<file path="src/rtl/mask_scan_ctrl.sv">
// mask_scan_ctrl: steps a mask-generator offset from first to last by step.
// Each new offset waits MASK_LAT cycles to settle before it is offered
// downstream with a valid/ready handshake. Accepted beats are counted.
module mask_scan_ctrl #(
   parameter int SEQ_WIDTH    = 20,
   parameter int OFFSET_WIDTH = 7,
   parameter int MASK_LAT     = 1
) (
   input  logic                    clk,
   input  logic                    rst_n,
   input  logic                    i_start,
   input  logic                    i_abort,
   input  logic [OFFSET_WIDTH-1:0] i_first,
   input  logic [OFFSET_WIDTH-1:0] i_last,
   input  logic [OFFSET_WIDTH-1:0] i_step,
   output logic [OFFSET_WIDTH-1:0] o_offset,
   output logic                    o_valid,
   input  logic                    i_ready,
   output logic                    o_busy,
   output logic                    o_done,
   output logic [OFFSET_WIDTH:0]   o_count
);

   // Reject parameter values the settle counter cannot represent.
   if (MASK_LAT < 1 || MASK_LAT > 15 || SEQ_WIDTH < 1) begin : g_bad_param
      $error("mask_scan_ctrl: MASK_LAT must be 1..15 and SEQ_WIDTH positive");
   end

   localparam logic [3:0] LAT = 4'(MASK_LAT);

   typedef enum logic [1:0] {
      IDLE   = 2'd0,
      SETTLE = 2'd1,
      VALID  = 2'd2,
      DONE   = 2'd3
   } state_t;

   state_t                  r_state, w_state_n;
   logic [OFFSET_WIDTH-1:0] r_offset, w_offset_n;
   logic [OFFSET_WIDTH-1:0] r_last, w_last_n;
   logic [OFFSET_WIDTH-1:0] r_step, w_step_n;
   logic [OFFSET_WIDTH:0]   r_count, w_count_n;
   logic [3:0]              r_settle, w_settle_n;
   logic                    r_valid, r_busy, r_done;
   logic [OFFSET_WIDTH:0]   w_sum;

   // One extra bit so an overflowing sum compares above any legal last offset.
   assign w_sum = {1'b0, r_offset} + {1'b0, r_step};

   // State and all output registers; reset clears everything asynchronously.
   always_ff @(posedge clk or negedge rst_n) begin
      if (!rst_n) begin
         r_state  <= IDLE;
         r_offset <= '0;
         r_last   <= '0;
         r_step   <= '0;
         r_count  <= '0;
         r_settle <= '0;
         r_valid  <= 1'b0;
         r_busy   <= 1'b0;
         r_done   <= 1'b0;
      end else begin
         r_state  <= w_state_n;
         r_offset <= w_offset_n;
         r_last   <= w_last_n;
         r_step   <= w_step_n;
         r_count  <= w_count_n;
         r_settle <= w_settle_n;
         r_valid  <= (w_state_n == VALID);
         r_busy   <= (w_state_n != IDLE);
         r_done   <= (w_state_n == DONE);
      end
   end

   // Next-state and next-register values; abort wins over any handshake.
   always_comb begin
      w_state_n  = r_state;
      w_offset_n = r_offset;
      w_last_n   = r_last;
      w_step_n   = r_step;
      w_count_n  = r_count;
      w_settle_n = r_settle;
      case (r_state)
         IDLE: begin
            if (i_start && !i_abort) begin
               w_last_n  = i_last;
               w_step_n  = (i_step == '0) ? OFFSET_WIDTH'(1) : i_step;
               w_count_n = '0;
               if (i_first > i_last) begin
                  w_state_n = DONE;
               end else begin
                  w_offset_n = i_first;
                  w_settle_n = LAT;
                  w_state_n  = SETTLE;
               end
            end
         end
         SETTLE: begin
            if (i_abort) begin
               w_state_n = IDLE;
            end else if (r_settle <= 4'd1) begin
               w_state_n = VALID;
            end else begin
               w_settle_n = r_settle - 4'd1;
            end
         end
         VALID: begin
            if (i_abort) begin
               w_state_n = IDLE;
            end else if (i_ready) begin
               w_count_n = r_count + 1'b1;
               if (w_sum > {1'b0, r_last}) begin
                  w_state_n = DONE;
               end else begin
                  w_offset_n = w_sum[OFFSET_WIDTH-1:0];
                  w_settle_n = LAT;
                  w_state_n  = SETTLE;
               end
            end
         end
         DONE: begin
            w_state_n = IDLE;
         end
         default: begin
            w_state_n = IDLE;
         end
      endcase
   end

   assign o_offset = r_offset;
   assign o_valid  = r_valid;
   assign o_busy   = r_busy;
   assign o_done   = r_done;
   assign o_count  = r_count;

endmodule

</file>
<file path="config.mk">
export PLATFORM = sky130hd
export DESIGN_NAME = mask_scan_ctrl
export DESIGN_NICKNAME = d
export VERILOG_FILES = /design/src/rtl/mask_scan_ctrl.sv
export SDC_FILE = /design/constraint.sdc
export NUM_CORES = 1
export LEC_CHECK = 0
export CAP_MARGIN = 15
export CORE_MARGIN = 2
export CORE_UTILIZATION = 35
export DETAILED_ROUTE_END_ITERATION = 12
export GPL_ROUTABILITY_DRIVEN = 0
export PLACE_DENSITY = 0.55
export SLEW_MARGIN = 20
export SYNTH_ARGS = -nofsm -noshare
export SYNTH_HDL_FRONTEND = slang
export SYNTH_SLANG_ARGS = --single-unit
</file>
<file path="constraint.sdc">
create_clock -name clk -period 3.3 [get_ports clk]
set_clock_uncertainty 0.15 [all_clocks]
set_input_delay 0.99 -clock clk [delete_from_list [all_inputs] [get_ports clk]]
set_output_delay 0.99 -clock clk [all_outputs]
set_load 0.01 [all_outputs]
</file>
==> flow_summary.json <==
{
  "clkTransAtPathRegs_ns": 0.08,
  "wl_met3_um": 160,
  "synth_compound_area_frac": 0.148,
  "p_comb_frac": 0.631,
  "cts_htree_levels": 2,
  "violations": "setup timing",
  "clock_path_buffers": 2,
  "maxCapViolations": 0,
  "area_growth_pct": 36.8,
  "synth_top_family_by_area": "compound AO/OA/AOI/OAI gates",
  "io_buffer_count": 43,
  "seqPwrFrac": 0.254,
  "top_layer": "met4",
  "cts_buffers": 5,
  "syn-cell-area_sq_um": 2400,
  "die_area_sq_um": 7550,
  "drt_iter0_markers": 51,
  "rsz0062_at_grt": "true",
  "routedLengthMet1_mm": 2.85,
  "grt_pass1_vias": 1875,
  "wirelength_mm": 5.56,
  "drc_errors": 0,
  "seq_area_sq_um": 951,
  "track_usage": 0.153,
  "min_period_over_period": 1.04,
  "layout_common_cells": "clkdlybuf4s50_1, dfrtp_1, buf_4, ha_1, inv_1",
  "clock.fmax_mhz": 292,
  "dp_cells": 378,
  "start_util": 0.358,
  "vias": 1918,
  "ctsHoldBuffers": 0,
  "chipHeight_um": 86.9,
  "crit_path_start_kind": "register",
  "fillers": 625,
  "ioPinCount": 44,
  "synthMuxAreaShare": 0.104,
  "final_util": 0.490,
  "syn_nets": 283,
  "cp.buffers_inverters": 1,
  "dr.pass1.iters": 4,
  "hold_start": "r_step[4]",
  "slew_viol_final": 0,
  "insertedDiodeCount": 0,
  "core_area_sq_um": 6720,
  "cp-end-kind": "register",
  "synth-adder-area-share": 0.133,
  "dp_hpwl_mm": 4.23,
  "pwr-share-clk": 0.115,
  "cts.sinks": 38,
  "synthTopCellsByArea": "dfrtp_1, ha_1, mux2_2",
  "power_switching_mw": 1.18,
  "avgRoutedWirePerCell_um": 14.3,
  "dieWidth_um": 86.9,
  "swShare": 0.399,
  "finalSetupViolations": 10,
  "rows": 30,
  "tightest_slew_ns": 0.901,
  "synth.top_cell.area_share": 0.395,
  "worstPathRequired_ns": 3.33,
  "cts_tree": "done",
  "path_class": "reg -> reg",
  "antenna_found_initial": 0,
  "critPathMaxStageDelay_ns": 0.40,
  "syn_avg_cell_area_sq_um": 10.4,
  "synth_simple_gate_area_frac": 0.139,
  "netlist_instances": 232,
  "cp.arrival_ns": 3.45,
  "clkLatencyLatePin_ns": 0.30,
  "grt_first_pass_wirelength_mm": 8.98,
  "status": "complete, but fails checks",
  "ys_types": 54,
  "drive_above_1_share": 0.256,
  "route.met2.wl_mm": 2.52,
  "synthXorXnorAreaFrac": 0.0364,
  "peakVddDrop_mv": 0.372,
  "ys_ff_latch": 38,
  "cp_max_fo": 8,
  "grt-ovfl-total": 0,
  "layout_min_cycle_time_ns": 3.42,
  "ant_nets": 0,
  "cpLargestDelayFamily": "compound AO/OA/AOI/OAI gates",
  "grt_max_degree": 39,
  "hold_viol": 0,
  "yosysWarnings": 0,
  "multi_input_area_sq_um": 1400,
  "yosys.area.top_type": "dfrtp_1",
  "crit_start": "r_step[0]",
  "fin_cells": 388,
  "p_leak_nw": 1.51,
  "relSlewSlack": 0.399,
  "root_buffer": "clkbuf_8",
  "crit-reg2reg-launch": "r_step[0]",
  "synth_edf_count": 0,
  "p_int_mw": 1.78,
  "powerDensity_nw_per_um2": 900,
  "hold_class": "reg -> reg",
  "nets": 358,
  "fin_ws_ns": -0.120,
  "async_flop_share": 1.00,
  "setup-tns-final_ns": -0.896,
  "ys.flop_type": "dfrtp_1",
  "reg2reg_slack_ns": -0.12,
  "slowest_stage": "dfrtp_1",
  "via_per_inst": 4.94,
  "mostFrequentLayoutCell": "clkdlybuf4s50_1",
  "crit_chain": "ha_2, fa_2, a21o_1, a21oi_2, o21bai_2, a21oi_2, xnor2_1, ha_1, nand3_2, nor2_4, o21a_1, nand3_2, a221oi_4, buf_12, mux2_4",
  "synth_seq_area_share": 0.395
}
[synthesized netlist by cell type, drive strengths merged, types with 2 or more instances]
master and n:
nor2 20, inv 22, o41ai 2, o21a 2, or2 3, ha 24, a21o 3, o21ai 11
dfrtp 38, o22ai 2, nor4 2, xor2 6, a21oi 12, a211oi 3, nand4 4, or4 2
clkbuf 4, nand2 12, xnor2 4, a221oi 2, o31ai 3, nor3b 2, or3b 2, nand3 6
nor3 2, mux2 19
[through the flow]
| stage | hold WS [ns] | total power [mW] | worst slack, ns | area (sq um) |
|---|---|---|---|---|
| 5_1_grt | 0.389 | 3.25 | -0.285 | 3290 |
| 3_5_place_dp | 0.354 | 2.52 | -0.347 | 3150 |
| 6_report | 0.368 | 2.96 | -0.120 | 3290 |
| 2_1_floorplan | 0.335 | 1.94 | -0.167 | 2420 |
| 4_1_cts | 0.371 | 2.94 | -0.156 | 3260 |
| 3_3_place_gp | 0.352 | 2.49 | -0.289 | 3150 |
[layout make-up]
class | instances | share of cell area
clock buffer | 7 | 0.0262
multi-input combinational | 167 | 0.426
clock inverter | 1 | 0.00152
tap | 80 | 0.0304
sequential | 38 | 0.289
inverter | 22 | 0.0251
timing repair buffer | 73 | 0.202
[worst paths after layout]
kind	to	cells past startpoint
max in group asynchronous	o_busy	1
min in group asynchronous	o_count[5]	1
worst min-delay path	r_step[4]	1
worst max-delay path	o_offset[5]	15
worst max register to register	o_offset[5]	15
worst min register to register	r_step[4]	1
[flip-flops by register name (all words and copies together) (netlist names)]
register and flops:
o_count 8, o_offset 7, r_last 7, r_step 7
r_settle 4, r_state 2, o_busy 1, o_done 1
o_valid 1
[power groups by stage]
stage	registers, mW	logic (mW)	clock network, mW
global route	0.777	2.10	0.370
floorplan	0.753	1.18	0
detailed placement	0.761	1.76	0
global placement	0.763	1.73	0
finish	0.752	1.87	0.341
CTS	0.754	1.83	0.354
[cell families (layout without fill, tap and decap cells)]
logic type      count (synthesis)  count (layout)
xor+xnor                       10              10
compound gates                 49              49
simple gates                   63              63
fa+ha+maj                      25              25
buf+inv                        27             103
mux                            20              20
flops                          38              38
[worst register-to-register path: cells and delay by family, from the launching register on]
family / cells / cell delay, ns
xor gates and xnor gates: 1 / 0.09
DFF: 1 / 0.40
buffers and inverters: 1 / 0.18
muxes: 1 / 0.30
and+or+nand+nor: 3 / 0.33
AOI/OAI and AO/OA: 6 / 1.01
adders and majority gates: 3 / 0.86
[routing by layer]
| layer | GRT usage | vias to the layer above |
|---|---|---|
| li1 | - | 979 |
| met1 | 0.212 | 912 |
| met2 | 0.245 | 23 |
| met3 | 0.0303 | 4 |
| met4 | 0.0384 | 0 |
| met5 | 0 | - |
[repair_timing]
item / in CTS / in global routing
cloned: 0 / 0
pin swaps: 1 / 0
setup endpoints to repair: 12 / 14
gates resized for setup: 2 / 5
buffers inserted: 2 / 0
No activity file was read; power rests on OpenSTA's default activity.
